<file path="src/rtl/uart_pkg.sv">
// rtl/uart_pkg.sv - shared types and constants for the memory-mapped UART transmitter
//
// Contents:
//   tx_state_e  - transmit FSM states (IDLE/START/DATA/STOP)
//   OFF_*       - register offsets, taken from Addr[3:2]
//   ST_*        - bit positions inside the STATUS register
package uart_pkg;

    typedef enum logic [1:0] {
        S_IDLE  = 2'd0,
        S_START = 2'd1,
        S_DATA  = 2'd2,
        S_STOP  = 2'd3
    } tx_state_e;

    localparam logic [1:0] OFF_TXDATA = 2'd0;
    localparam logic [1:0] OFF_STATUS = 2'd1;
    localparam logic [1:0] OFF_CTRL   = 2'd2;

    localparam int ST_FULL    = 0;
    localparam int ST_EMPTY   = 1;
    localparam int ST_BUSY    = 2;
    localparam int ST_OVF     = 3;
    localparam int ST_CNT_LSB = 8;

endpackage

</file>
<file path="src/rtl/sync_fifo.sv">
// rtl/sync_fifo.sv - single-clock FIFO with occupancy count
//
// Ports:
//   clk, reset     - clock and synchronous active-low reset (empties the FIFO)
//   push, din      - write request and data; ignored while full
//   pop, dout      - read request and head-of-queue data (combinational); ignored while empty
//   count          - number of stored entries, 0..DEPTH
//   full, empty    - count == DEPTH / count == 0
// DEPTH must be a power of two so the pointers wrap by natural overflow.
module sync_fifo #(
    parameter int WIDTH = 8,
    parameter int DEPTH = 4,
    localparam int AW   = $clog2(DEPTH),
    localparam int CW   = AW + 1
) (
    input  logic             clk,
    input  logic             reset,
    input  logic             push,
    input  logic             pop,
    input  logic [WIDTH-1:0] din,
    output logic [WIDTH-1:0] dout,
    output logic [CW-1:0]    count,
    output logic             full,
    output logic             empty
);

    logic [WIDTH-1:0] mem_q [DEPTH];
    logic [AW-1:0]    wr_ptr_q, wr_ptr_d;
    logic [AW-1:0]    rd_ptr_q, rd_ptr_d;
    logic [CW-1:0]    count_q, count_d;
    logic             do_push;
    logic             do_pop;

    assign full    = (count_q == CW'(DEPTH));
    assign empty   = (count_q == '0);
    assign count   = count_q;
    assign dout    = mem_q[rd_ptr_q];

    // Acceptance is judged on the pre-edge count, so a push into a full
    // FIFO is dropped even when a pop frees a slot on the same edge.
    assign do_push = push & ~full;
    assign do_pop  = pop & ~empty;

    always_comb begin
        wr_ptr_d = wr_ptr_q;
        rd_ptr_d = rd_ptr_q;
        count_d  = count_q;
        if (do_push) begin
            wr_ptr_d = wr_ptr_q + AW'(1);
        end
        if (do_pop) begin
            rd_ptr_d = rd_ptr_q + AW'(1);
        end
        case ({do_push, do_pop})
            2'b10:   count_d = count_q + CW'(1);
            2'b01:   count_d = count_q - CW'(1);
            default: count_d = count_q;
        endcase
    end

    always_ff @(posedge clk) begin
        if (!reset) begin
            wr_ptr_q <= '0;
            rd_ptr_q <= '0;
            count_q  <= '0;
        end else begin
            wr_ptr_q <= wr_ptr_d;
            rd_ptr_q <= rd_ptr_d;
            count_q  <= count_d;
        end
    end

    // Storage needs no reset: entries are only visible once counted.
    always_ff @(posedge clk) begin
        if (do_push) begin
            mem_q[wr_ptr_q] <= din;
        end
    end

endmodule

</file>
<file path="src/rtl/mmio_uart_tx.sv">
// rtl/mmio_uart_tx.sv - memory-mapped 8N1 UART transmitter with TX FIFO
//
// Ports:
//   clk, reset  - core clock, synchronous active-low reset
//   MemWrite    - store strobe from the core
//   Addr        - data address (core ALUResult); Addr[3:2] select the register
//   WriteData   - store data
//   ReadData    - register read data, combinational, 0 outside the window
//   Hit         - Addr lies in the 16-byte window at BASE_ADDR
//   tx          - registered serial output, idles high
//
// Register map (word offsets): 0 TXDATA (W), 1 STATUS (R/W1C overflow),
// 2 CTRL (R/W, bit 0 tx_en, resets to 1), 3 reserved.
// BASE_ADDR[3:0] must be 0, CLKS_PER_BIT >= 2, FIFO_DEPTH a power of two >= 2.
module mmio_uart_tx
    import uart_pkg::*;
#(
    parameter logic [31:0] BASE_ADDR    = 32'hFFFF_FF00,
    parameter int          CLKS_PER_BIT = 16,
    parameter int          FIFO_DEPTH   = 4
) (
    input  logic        clk,
    input  logic        reset,
    input  logic        MemWrite,
    input  logic [31:0] Addr,
    input  logic [31:0] WriteData,
    output logic [31:0] ReadData,
    output logic        Hit,
    output logic        tx
);

    localparam int CW  = $clog2(FIFO_DEPTH) + 1;
    localparam int BCW = $clog2(CLKS_PER_BIT);

    // Bus decode
    logic       wr_en;
    logic [1:0] offset;
    logic       push_req;

    assign Hit      = (Addr[31:4] == BASE_ADDR[31:4]);
    assign offset   = Addr[3:2];
    assign wr_en    = MemWrite & Hit;
    assign push_req = wr_en && (offset == OFF_TXDATA);

    logic unused_bits;
    assign unused_bits = ^{WriteData[31:8], Addr[1:0]};

    // FIFO
    logic          fifo_pop;
    logic [7:0]    fifo_dout;
    logic [CW-1:0] fifo_count;
    logic          fifo_full;
    logic          fifo_empty;

    sync_fifo #(
        .WIDTH (8),
        .DEPTH (FIFO_DEPTH)
    ) u_fifo (
        .clk   (clk),
        .reset (reset),
        .push  (push_req),
        .pop   (fifo_pop),
        .din   (WriteData[7:0]),
        .dout  (fifo_dout),
        .count (fifo_count),
        .full  (fifo_full),
        .empty (fifo_empty)
    );

    // Control / status registers
    logic ovf_q, ovf_d;
    logic tx_en_q, tx_en_d;

    always_comb begin
        ovf_d   = ovf_q;
        tx_en_d = tx_en_q;
        if (push_req && fifo_full) begin
            ovf_d = 1'b1;
        end else if (wr_en && (offset == OFF_STATUS) && WriteData[ST_OVF]) begin
            ovf_d = 1'b0;
        end
        if (wr_en && (offset == OFF_CTRL)) begin
            tx_en_d = WriteData[0];
        end
    end

    always_ff @(posedge clk) begin
        if (!reset) begin
            ovf_q   <= 1'b0;
            tx_en_q <= 1'b1;
        end else begin
            ovf_q   <= ovf_d;
            tx_en_q <= tx_en_d;
        end
    end

    // Transmit FSM
    tx_state_e      state_q, state_d;
    logic [BCW-1:0] bit_cnt_q, bit_cnt_d;
    logic [2:0]     bit_idx_q, bit_idx_d;
    logic [7:0]     shift_q, shift_d;
    logic           tx_q, tx_d;
    logic           can_start;
    logic           bit_last;

    assign can_start = tx_en_q & ~fifo_empty;
    assign bit_last  = (bit_cnt_q == BCW'(CLKS_PER_BIT - 1));

    always_comb begin
        state_d   = state_q;
        bit_cnt_d = bit_cnt_q;
        bit_idx_d = bit_idx_q;
        shift_d   = shift_q;
        fifo_pop  = 1'b0;
        case (state_q)
            S_IDLE: begin
                bit_cnt_d = '0;
                bit_idx_d = '0;
                if (can_start) begin
                    fifo_pop = 1'b1;
                    shift_d  = fifo_dout;
                    state_d  = S_START;
                end
            end
            S_START: begin
                if (bit_last) begin
                    bit_cnt_d = '0;
                    bit_idx_d = '0;
                    state_d   = S_DATA;
                end else begin
                    bit_cnt_d = bit_cnt_q + BCW'(1);
                end
            end
            S_DATA: begin
                if (bit_last) begin
                    bit_cnt_d = '0;
                    if (bit_idx_q == 3'd7) begin
                        state_d = S_STOP;
                    end else begin
                        shift_d   = {1'b0, shift_q[7:1]};
                        bit_idx_d = bit_idx_q + 3'd1;
                    end
                end else begin
                    bit_cnt_d = bit_cnt_q + BCW'(1);
                end
            end
            S_STOP: begin
                if (bit_last) begin
                    bit_cnt_d = '0;
                    // Chain straight into the next start bit when data is
                    // waiting so back-to-back frames have no idle gap.
                    if (can_start) begin
                        fifo_pop = 1'b1;
                        shift_d  = fifo_dout;
                        state_d  = S_START;
                    end else begin
                        state_d  = S_IDLE;
                    end
                end else begin
                    bit_cnt_d = bit_cnt_q + BCW'(1);
                end
            end
            default: begin
                state_d   = S_IDLE;
                bit_cnt_d = '0;
                bit_idx_d = '0;
            end
        endcase

        // tx is derived from the next state so the registered line changes
        // on the same edge as the state, with no decode glitches.
        case (state_d)
            S_START: tx_d = 1'b0;
            S_DATA:  tx_d = shift_d[0];
            default: tx_d = 1'b1;
        endcase
    end

    always_ff @(posedge clk) begin
        if (!reset) begin
            state_q   <= S_IDLE;
            bit_cnt_q <= '0;
            bit_idx_q <= '0;
            shift_q   <= '0;
            tx_q      <= 1'b1;
        end else begin
            state_q   <= state_d;
            bit_cnt_q <= bit_cnt_d;
            bit_idx_q <= bit_idx_d;
            shift_q   <= shift_d;
            tx_q      <= tx_d;
        end
    end

    assign tx = tx_q;

    // Read mux
    always_comb begin
        ReadData = '0;
        if (Hit) begin
            case (offset)
                OFF_STATUS: begin
                    ReadData[ST_FULL]             = fifo_full;
                    ReadData[ST_EMPTY]            = fifo_empty;
                    ReadData[ST_BUSY]             = (state_q != S_IDLE);
                    ReadData[ST_OVF]              = ovf_q;
                    ReadData[ST_CNT_LSB +: 8]     = 8'(fifo_count);
                end
                OFF_CTRL: begin
                    ReadData[0] = tx_en_q;
                end
                default: ReadData = '0;
            endcase
        end
    end

endmodule

</file>
<file path="config.mk">
export PLATFORM = sky130hd
export DESIGN_NAME = mmio_uart_tx
export DESIGN_NICKNAME = d
export VERILOG_FILES = /design/src/rtl/uart_pkg.sv /design/src/rtl/sync_fifo.sv /design/src/rtl/mmio_uart_tx.sv
export SDC_FILE = /design/constraint.sdc
export NUM_CORES = 1
export LEC_CHECK = 0
export ABC_AREA = 1
export CORE_AREA = 2 2 82 84
export DETAILED_ROUTE_END_ITERATION = 6
export DIE_AREA = 0 0 84 86
export DONT_BUFFER_PORTS = 1
export GPL_ROUTABILITY_DRIVEN = 0
export PLACE_DENSITY = 0.72
export SLEW_MARGIN = 40
export SYNTH_ARGS = -nofsm -noshare
export SYNTH_HDL_FRONTEND = slang
export SYNTH_HIERARCHICAL = 1
export SYNTH_SLANG_ARGS = --single-unit
</file>
<file path="constraint.sdc">
create_clock -name clk -period 2.4 [get_ports clk]
set_input_delay 0.36 -clock clk [delete_from_list [all_inputs] [get_ports clk]]
set_output_delay 0.36 -clock clk [all_outputs]
set_load 0.03 [all_outputs]
</file>
==> impl_metrics.env, run 1 <==
export IMPL_status="complete, no violations"
export IMPL_die_h_um=86
export IMPL_path_cells="ha_2 -> nand3_2 -> o21ai_2 -> inv_2 -> nor3_4 -> nand2_1 -> inv_1 -> ha_1 -> inv_1 -> fa_2 -> inv_1 -> nand2_1 -> nand3_1 -> nand2_1 -> nand2_1 -> nor2_1"
export IMPL_grt_max_degree=17
export IMPL_row_count=29
export IMPL_start_util=0.545
export IMPL_endpoint="u_fifo/count[2]"
export IMPL_setup_violations=0
export IMPL_cap_violations=0
export IMPL_power_uw=1980
export IMPL_tritoncts="done"
export IMPL_die_w_um=84
export IMPL_power_leakage_uw=0.00158
export IMPL_hold_viol_final=0
export IMPL_post_dp_cell_area_um2=3530
export IMPL_timing_rr_start="bit_cnt_q[0]"
export IMPL_hpwl_um=4550
export IMPL_dieArea_um2=7220
export IMPL_grt_usage=0.178
export IMPL_power_density_nw_per_um2=532
export IMPL_clkLatencyLatePin_ns=0.34
export IMPL_avgSynthCellArea_um2=8.22
export IMPL_dpl_cell_count=506
export IMPL_grt_pass1_vias=2386
export IMPL_clock_sinks=61
export IMPL_drc_errors=0
export IMPL_drive_gt1_frac=0.164
export IMPL_synthArstFlopShare=0
export IMPL_gr_total_overflow=0
export IMPL_wl_per_cell_um=11.9
export IMPL_diodes=0
export IMPL_setup_tns_ns=0
export IMPL_maxSlewViolCount=0
export IMPL_stdcell_count=523
export IMPL_period_share=0.939
export IMPL_syn_inst=416
export IMPL_fin_nets=527
export IMPL_antenna_left=0
export IMPL_coreArea_um2=6280
export IMPL_fmax_ghz=0.444
export IMPL_cp_end_kind="register"
export IMPL_hold_class="in -> reg"
export IMPL_final_area_um2=3730
export IMPL_regToRegEndpoint="u_fifo/count[2]"
export IMPL_cts_clk_slew_worst_paths_ns=0.07
export IMPL_synth_edf_count=32
export IMPL_cts_root_buf="clkbuf_8"
export IMPL_layout_area_overhead_vs_synth_pct=8.92
export IMPL_ir_drop_mv=0.469
export IMPL_dr_pass1_iters=4
export IMPL_critPathLaunchType="register"
export IMPL_ys_types=33
export IMPL_fin_skew_ns=0.00574
export IMPL_slowest_stage="fa_2"
export IMPL_num_io_pins=101
export IMPL_holdCritStartpoint="WriteData[2]"
export IMPL_netlist_area_um2=3420
export IMPL_synth_seq_cells=61
export IMPL_worst_setup_path_type="reg -> reg"
export IMPL_arrival_ns=2.49
export IMPL_grt_pass1_wl_um=10100
export IMPL_worst_r2r_cell_count=16
export IMPL_ys_flop_type="edfxtp_1"
export IMPL_avgViaCountPerCell=4.94
export IMPL_yosysSeqAreaShare=0.451
export IMPL_yosys_warnings=6
export IMPL_startpoint="bit_cnt_q[0]"
export IMPL_grt_antenna_before_repair=0
export IMPL_routed_wirelength_um=6220
export IMPL_critPathMaxStageDelay_ns=0.39
export IMPL_hold_buffers=0
export IMPL_rrSetupSlack_ns=0.15
export IMPL_cts_max_level=3
export IMPL_drt_iter0_drc=103
export IMPL_io_buffers=0
export IMPL_crit_path_frequent_cell="nand2_1"
export IMPL_path_max_fanout=3
export IMPL_vias=2583
export IMPL_cts_buffers=9
export IMPL_utilization=0.594
export IMPL_required_ns=2.64
export IMPL_period_needed_ns=2.25
export IMPL_clock_path_buffers=2
[cells in the mapped netlist (3+ instances only)]
master / instances / area share
nand4_1: 4 / 0.0073
buf_6: 3 / 0.0099
o21ai_2: 5 / 0.013
a21oi_2: 6 / 0.015
nor2_2: 3 / 0.0055
nor2_1: 61 / 0.067
nand3_1: 18 / 0.026
edfxtp_1: 32 / 0.28
o21ai_0: 24 / 0.035
inv_1: 52 / 0.057
o21ai_1: 4 / 0.0059
a21oi_1: 11 / 0.016
inv_2: 4 / 0.0044
nand2_2: 4 / 0.0073
ha_1: 18 / 0.066
buf_4: 25 / 0.055
dfxtp_1: 29 / 0.17
o22ai_1: 14 / 0.026
nand2_1: 82 / 0.090
[sequential cells by signal (all words and copies together) (netlist names), named ones only]
register         count
shift_q              8
u_fifo/count         3
u_fifo/mem_q        32
u_fifo/rd_ptr_q      2
bit_idx_q            3
bit_cnt_q            4
tx_en_q              1
tx                   1
state_q              2
ovf_q                1
u_fifo/wr_ptr_q      2
[routing by layer]
layer / part of all wire / vias up / global-route usage
li1: - / 1347 / -
met1: 0.43 / 1161 / 0.199
met2: 0.50 / 68 / 0.313
met3: 0.058 / 7 / 0.0645
met4: 0.010 / 0 / 0.0674
met5: 0 / - / 0
[worst min path at each step]
stage / endpoint / slack, ns / cells past startpoint
6_report: u_fifo/mem_q[1][2] / 0.11 / 0
5_1_grt: u_fifo/mem_q[1][1] / 0.09 / 0
4_1_cts: tx_en_q / 0.09 / 1
3_5_place_dp: bit_cnt_q[0] / 0.45 / 1
3_3_place_gp: bit_cnt_q[0] / 0.43 / 1
2_1_floorplan: bit_cnt_q[0] / 0.42 / 1
[timing repair]
action / in CTS / in global routing
buffers inserted: 0 / 1
resized for setup: 1 / 8
pin swaps: 0 / 2
hold endpoints to repair: 0 / 0
endpoints found under the setup margin: 1 / 1
[kinds of logic after synthesis]
logic type / Yosys count / share of synthesized area
and+or+nand+nor: 181 / 0.230
xor gates and xnor gates: 1 / 0.00256
AOI/OAI and AO/OA: 65 / 0.113
buffers and inverters: 88 / 0.131
other: 1 / 0.00110
DFF: 61 / 0.451
adders and majority gates: 19 / 0.0717
[critical path, delay by kind of cell (launching register included)]
family,cells,cell delay [ns]
flip-flops,1,0.34
buffers and inverters,4,0.29
adder cells (fa/ha/maj),3,0.74
AND/OR/NAND/NOR,8,0.58
AO/OA/AOI/OAI,1,0.20
[placed cells by master, fill, tap and decap left out, types with 2 or more instances in the layout]
cell type,count
nand2_1,82
nor2_1,61
inv_1,50
edfxtp_1,32
conb_1,25
dfxtp_1,25
o21ai_0,24
buf_4,21
nand3_1,18
ha_1,17
o22ai_1,14
a21oi_1,11
clkbuf_8,9
inv_2,6
a21oi_2,6
o21ai_2,5
nand2_2,4
o21ai_1,4
nand4_1,4
dfxtp_2,4
clkinvlp_4,4
nor2_2,3
nor2_4,2
nand2_4,2
inv_6,2
[metrics by stage]
step	setup slack [ns]	hold WS (ns)
6_report	0.146	0.107
5_1_grt	-0.00189	0.0854
4_1_cts	0.0457	0.0874
3_5_place_dp	0.0310	0.450
3_3_place_gp	0.0980	0.433
2_1_floorplan	0.0717	0.418
[report_power, final]
| part | switching [uW] | leakage, uW | internal, uW |
|---|---|---|---|
| combinational | 69.4 | 0.000981 | 10.2 |
| sequential | 0.000000573 | 0.000523 | 1100 |
| clock | 426 | 0.0000755 | 381 |
| total | 495 | 0.00158 | 1490 |
[area by class of cell]
class	instances	area (um^2)
Inverter	57	214
Clock inverter	6	47.5
Timing Repair Buffer	21	158
Tap cell	77	96.3
Clock buffer	10	128
Fill cell	552	2550
Sequential cell	61	1550
Multi-Input combinational cell	291	1540
(Power assumes the default switching activity.)
==> run 2, diff against run 1 <==
CORE_AREA = 2 2 84 86   (was 2 2 82 84)
DIE_AREA = 0 0 86 88   (was 0 0 84 86)
PLACE_DENSITY = 0.71   (was 0.72)
SYNTH_HIERARCHICAL = default   (was 1)
==> run 2 against run 1 <==
  * Register-to-register slack improved by 0.03 ns
  * Routed wire length increased by 4.8%
  * Largest cell class is now multi-input gates
  * Critical endpoint is now u_fifo.count[2]
  * Clock skew increased by 0.0017 ns
  * Hold slack improved by 0.0077 ns
  * Cell area increased by 3.0%
  * Cell count increased by 8.2%
==> impl_metrics.env, run 2 <==
export IMPL_status="complete, no violations"
export IMPL_dr_pass1_iters=4
export IMPL_period_needed_ns=2.23
export IMPL_clkLatencyLatePin_ns=0.33
export IMPL_worst_setup_path_type="reg -> reg"
export IMPL_syn_inst=463
export IMPL_regToRegEndpoint="u_fifo.count[2]"
export IMPL_synth_seq_cells=61
export IMPL_grt_setup_unrepaired="no"
export IMPL_synth_most_common_cell="nand2_1"
export IMPL_dieArea_um2=7570
export IMPL_top_register="u_fifo.mem_q"
export IMPL_avgViaCountPerCell=4.91
export IMPL_tritoncts="done"
export IMPL_synth_top_family_by_area="simple AND/OR/NAND/NOR gates"
export IMPL_n_fill_cell=591
export IMPL_setup_violations=0
export IMPL_synth_top_cell_area_share=0.271
export IMPL_synth_area_leaders="edfxtp_1, dfxtp_1, nand2_1"
export IMPL_ir_drop_mv=0.601
export IMPL_io_buffers=0
export IMPL_startpoint="bit_cnt_q[1]"
export IMPL_yosys_warnings=0
export IMPL_num_io_pins=101
export IMPL_start_util=0.533
export IMPL_fin_skew_ns=0.00748
export IMPL_grt_max_degree=18
export IMPL_path_max_fanout=5
export IMPL_fin_nets=565
export IMPL_tightest_slew_ns=0.546
export IMPL_power_density_nw_per_um2=802
export IMPL_max_slew_margin=0.635
export IMPL_synth_edf_count=32
export IMPL_die_w_um=86
export IMPL_synth_compound_area_frac=0.0770
export IMPL_cts_clk_slew_worst_paths_ns=0.07
export IMPL_avgSynthCellArea_um2=7.65
export IMPL_yosys_area_top_type="edfxtp_1"
export IMPL_endpoint="u_fifo.count[2]"
export IMPL_coreArea_um2=6640
export IMPL_synthArstFlopShare=0
export IMPL_gr_total_overflow=0
export IMPL_cts_root_buf="clkbuf_8"
export IMPL_hold_viol_final=0
export IMPL_mostFrequentLayoutCells="nand2_1, inv_1, nor2_1"
export IMPL_diodes=0
export IMPL_largest_register_ffs=32
export IMPL_power_leakage_uw=0.00168
export IMPL_arrival_ns=2.45
export IMPL_clock_sinks=61
export IMPL_post_dp_cell_area_um2=3620
export IMPL_grt_pass1_wl_um=11300
export IMPL_row_count=30
export IMPL_required_ns=2.62
export IMPL_critPathLaunchType="register"
export IMPL_drc_errors=0
export IMPL_grt_pass1_vias=2666
export IMPL_yosysSeqAreaShare=0.435
export IMPL_cts_buffers=9
export IMPL_hpwl_um=4670
export IMPL_antenna_left=0
export IMPL_rrSetupSlack_ns=0.17
export IMPL_cp_end_kind="register"
export IMPL_final_area_um2=3840
export IMPL_hold_class="in -> reg"
export IMPL_maxSlewViolCount=0
export IMPL_drt_iter0_drc=121
export IMPL_ys_flop_type="edfxtp_1"
export IMPL_clock_path_buffers=2
export IMPL_cap_violations=0
export IMPL_final_common_cell="nand2_1"
export IMPL_muxShareOfSynthArea=0
export IMPL_setup_tns_ns=0
export IMPL_fmax_ghz=0.449
export IMPL_wl_per_cell_um=11.5
export IMPL_netlist_area_um2=3540
export IMPL_cts_max_level=3
export IMPL_layout_area_overhead_vs_synth_pct=8.34
export IMPL_synthAdderAreaFrac=0.0622
export IMPL_reg_top3="u_fifo.mem_q: 32 flops, shift_q: 8 flops, bit_cnt_q: 4 flops"
export IMPL_die_h_um=88
export IMPL_grt_usage=0.192
export IMPL_routed_wirelength_um=6520
export IMPL_synth_common_cells="nand2_1, inv_1, nor2_1"
export IMPL_synthSimpleGateAreaFrac=0.273
export IMPL_ys_types=37
export IMPL_vias=2781
export IMPL_period_share=0.928
export IMPL_timing_rr_start="bit_cnt_q[1]"
export IMPL_grt_antenna_before_repair=0
export IMPL_drive_gt1_frac=0.111
export IMPL_synth_xor_area_frac=0.00247
export IMPL_worst_r2r_cell_count=12
run 2: cell type report:
class                   instances  area, um^2  share of cell area
inverters                      78         293              0.0763
repair buffers                 16         120              0.0313
clock buffers                  10         128              0.0333
well taps                      80         100              0.0261
flip-flops and latches         61        1540               0.402
multi-input cells             315        1570               0.408
clock inverters                 6        87.6              0.0228
run 2: repair_timing:
item,CTS,global route
endpoints found under the hold margin,0,0
setup buffers,0,0
setup endpoints to repair,0,1
hold buffers,0,0
resized for setup,0,3
run 2: critical path, cell delays in order (launching register included):
cell     delay, ns
dfxtp_1       0.36
ha_2          0.21
nand3_2       0.11
o21ai_4       0.18
nand2_4       0.08
nor2_8        0.11
ha_1          0.17
inv_1         0.07
fa_1          0.37
a21oi_1       0.14
o21ai_0       0.10
o21ai_0       0.16
a21oi_1       0.05
run 2: routing by layer:
metal / vias to the layer above / share of wire / global-route usage
li1: 1442 / - / -
met1: 1230 / 0.43 / 0.218
met2: 88 / 0.46 / 0.325
met3: 21 / 0.070 / 0.0631
met4: 0 / 0.035 / 0.0967
met5: - / 0 / 0
run 2: logic make-up (layout without fill, tap and decap cells):
| logic type | Yosys count | after routing |
|---|---|---|
| adders and majority gates | 17 | 17 |
| DFF | 61 | 61 |
| buffers and inverters | 111 | 110 |
| and+or+nand+nor | 229 | 229 |
| AOI/OAI and AO/OA | 43 | 43 |
| other | 1 | 25 |
| xor gates and xnor gates | 1 | 1 |
run 2: power by group:
group | internal (uW) | switching [uW]
Combinational | 294 | 574
Clock | 583 | 398
Sequential | 1170 | 55.3
Total | 2050 | 1030
run 2: how the worst min path moves through the flow:
stage / startpoint / end / depth (start not counted)
after floorplan: bit_cnt_q[0] / bit_cnt_q[0] / 1
after global placement: bit_cnt_q[0] / bit_cnt_q[0] / 1
after detailed placement: bit_cnt_q[0] / bit_cnt_q[0] / 1
after CTS: reset / tx / 1
after global routing: WriteData[7] / u_fifo.mem_q[2][7] / 0
final: WriteData[4] / u_fifo.mem_q[3][4] / 0
run 2: metrics by stage:
stage	instances	hold WS (ns)	utilization	worst slack [ns]	power, uW
floorplan	487	0.418	-	0.108	1970
global placement	550	0.430	0.544	0.220	2080
detailed placement	550	0.439	0.544	0.190	2110
CTS	566	0.107	0.577	0.152	3090
global route	566	0.0916	0.577	0.0118	3270
finish	566	0.115	0.577	0.173	3080
==> run 3, diff against run 2 <==
--- a/config.mk
+++ b/config.mk
@@ -14,3 +14,3 @@
 export PLACE_DENSITY = 0.71
-export SLEW_MARGIN = 40
+export SLEW_MARGIN = 20
 export SYNTH_ARGS = -nofsm -noshare
==> constraint.sdc (replaced) <==
create_clock -name clk -period 2.4 [get_ports clk]
set_input_delay 0.48 -clock clk [delete_from_list [all_inputs] [get_ports clk]]
set_output_delay 0.48 -clock clk [all_outputs]
set_load 0.03 [all_outputs]
==> run 3 against run 2 <==
  * Cell area decreased by 1.2%
  * Clock skew grew 0.0057 ns
  * Fmax up 3.0%
  * Power decreased by 7.4%
  * Sequential power barely moved
  * Critical path type unchanged
  * Worst setup slack improved by 0.065 ns
  * First-iteration DRC count fell by 20%
==> impl_metrics.env, run 3 (same netlist as run 2, synthesis figures left out) <==
export IMPL_power_leakage_uw=0.00165
export IMPL_grt_antenna_before_repair=0
export IMPL_grt_pass1_vias=2595
export IMPL_drive_gt1_frac=0.119
export IMPL_fin_nets=565
export IMPL_tightest_slew_ns=0.541
export IMPL_layout_area_overhead_vs_synth_pct=7.07
export IMPL_period_needed_ns=2.16
export IMPL_cts_max_level=3
export IMPL_startpoint="bit_cnt_q[0]"
export IMPL_slowest_stage="fa_1"
export IMPL_arrival_ns=2.38
export IMPL_period_share=0.901
export IMPL_clkLatencyLatePin_ns=0.34
export IMPL_path_max_fanout=5
export IMPL_dieArea_um2=7570
export IMPL_coreArea_um2=6640
export IMPL_regToRegEndpoint="u_fifo.count[2]"
export IMPL_required_ns=2.62
export IMPL_io_buffers=0
export IMPL_hold_class="in -> reg"
export IMPL_power_density_nw_per_um2=752
export IMPL_cts_buffers=9
export IMPL_ir_drop_mv=0.396
export IMPL_cts_root_buf="clkbuf_8"
export IMPL_drc_errors=0
export IMPL_grt_pass1_wl_um=11000
export IMPL_grt_usage=0.186
export IMPL_drt_iter0_drc=97
export IMPL_row_count=30
export IMPL_cts_resized=0
export IMPL_path_cells="ha_2 -> nand3_2 -> o21ai_4 -> nand2_4 -> nor2_8 -> ha_1 -> inv_1 -> fa_1 -> a21oi_1 -> o21ai_0 -> o21ai_1 -> a21oi_1"
export IMPL_max_slew_margin=0.638
export IMPL_hold_path_end="u_fifo.mem_q[3][1]"
export IMPL_crit_path_frequent_cell="a21oi_1"
export IMPL_mostFrequentLayoutCells="nand2_1, inv_1, nor2_1"
export IMPL_grt_setup_unrepaired="no"
export IMPL_wl_per_cell_um=11.4
export IMPL_final_common_cell="nand2_1"
export IMPL_num_io_pins=101
export IMPL_hold_viol_final=0
export IMPL_hold_buffers=0
export IMPL_antenna_left=0
export IMPL_gr_total_overflow=0
export IMPL_grt_max_degree=18
export IMPL_setup_tns_ns=0
export IMPL_die_h_um=88
export IMPL_worst_r2r_cell_count=12
export IMPL_diodes=0
export IMPL_reg_top3="u_fifo.mem_q: 32 flops, shift_q: 8 flops, bit_cnt_q: 4 flops"
export IMPL_worst_setup_path_type="reg -> reg"
export IMPL_utilization=0.571
export IMPL_start_util=0.533
export IMPL_timing_rr_start="bit_cnt_q[0]"
export IMPL_tritoncts="done"
export IMPL_setup_violations=0
export IMPL_post_cts_buffers=0
export IMPL_critPathMaxStageDelay_ns=0.37
export IMPL_critPathLaunchType="register"
export IMPL_hold_depth=0
export IMPL_largest_register_ffs=32
export IMPL_die_w_um=86
export IMPL_cp_end_kind="register"
export IMPL_avgViaCountPerCell=4.96
export IMPL_maxSlewViolCount=0
export IMPL_hpwl_um=4800
export IMPL_cap_violations=0
export IMPL_fmax_ghz=0.462
export IMPL_holdCritStartpoint="WriteData[1]"
export IMPL_clock_path_buffers=2
export IMPL_fin_skew_ns=0.0131
export IMPL_cts_clk_slew_worst_paths_ns=0.07
export IMPL_rrSetupSlack_ns=0.24
export IMPL_vias=2810
export IMPL_status="complete, no violations"
export IMPL_clock_sinks=61
export IMPL_top_register="u_fifo.mem_q"
export IMPL_routed_wirelength_um=6470
export IMPL_dr_pass1_iters=4
## run 3: cell types whose count changed in the layout (fill, tap and decap cells not counted), sizes merged
cell and change:
bufinv -2, clkinvlp +2
## run 3: worst max path at each step
stage / to / slack, ns / depth (start not counted)
floorplan: u_fifo.count[2] / 0.11 / 13
global placement: u_fifo.count[1] / 0.16 / 13
detailed placement: u_fifo.count[1] / 0.09 / 14
CTS: u_fifo.count[2] / 0.16 / 12
global route: u_fifo.count[2] / 0.009 / 12
finish: u_fifo.count[2] / 0.24 / 12
## run 3: per-stage QoR
step                      worst slack [ns]  power (uW)  hold WS (ns)  cells  cell area, um^2
final                                0.238        2850         0.234    566             3790
after floorplan                      0.108        1970         0.418    487             3630
after global routing               0.00923        3050         0.212    566             3790
after detailed placement            0.0948        2100         0.447    550             3620
after global placement               0.159        2080         0.430    550             3620
after CTS                            0.160        2870         0.222    566             3780
## run 3: power breakdown
| part | internal [uW] | leakage (uW) | total, uW | switching [uW] |
|---|---|---|---|---|
| sequential | 1180 | 0.000523 | 1230 | 56.8 |
| clock | 370 | 0.0000743 | 765 | 396 |
| combinational | 293 | 0.00105 | 852 | 559 |
| total | 1840 | 0.00165 | 2850 | 1010 |
## run 3: routing by layer
layer / global-route usage / part of all wire / routed length, um
met1: 0.228 / 0.45 / 2900
met2: 0.302 / 0.47 / 3030
met3: 0.0566 / 0.070 / 451
met4: 0.0837 / 0.013 / 85
met5: 0 / 0 / 0
## run 3: worst max-delay path, delay by kind of cell (launching register included)
family	cells	cell delay (ns)
compound gates	5	0.61
fa+ha+maj	3	0.73
buf+inv	1	0.07
flops	1	0.34
simple gates	3	0.30
## run 3: cell type report
type / count / area (um^2)
Inverter: 78 / 293
Clock buffer: 10 / 128
Multi-Input combinational cell: 315 / 1570
Timing Repair Buffer: 16 / 120
Sequential cell: 61 / 1550
Fill cell: 607 / 2850
Tap cell: 80 / 100
Clock inverter: 6 / 40.0
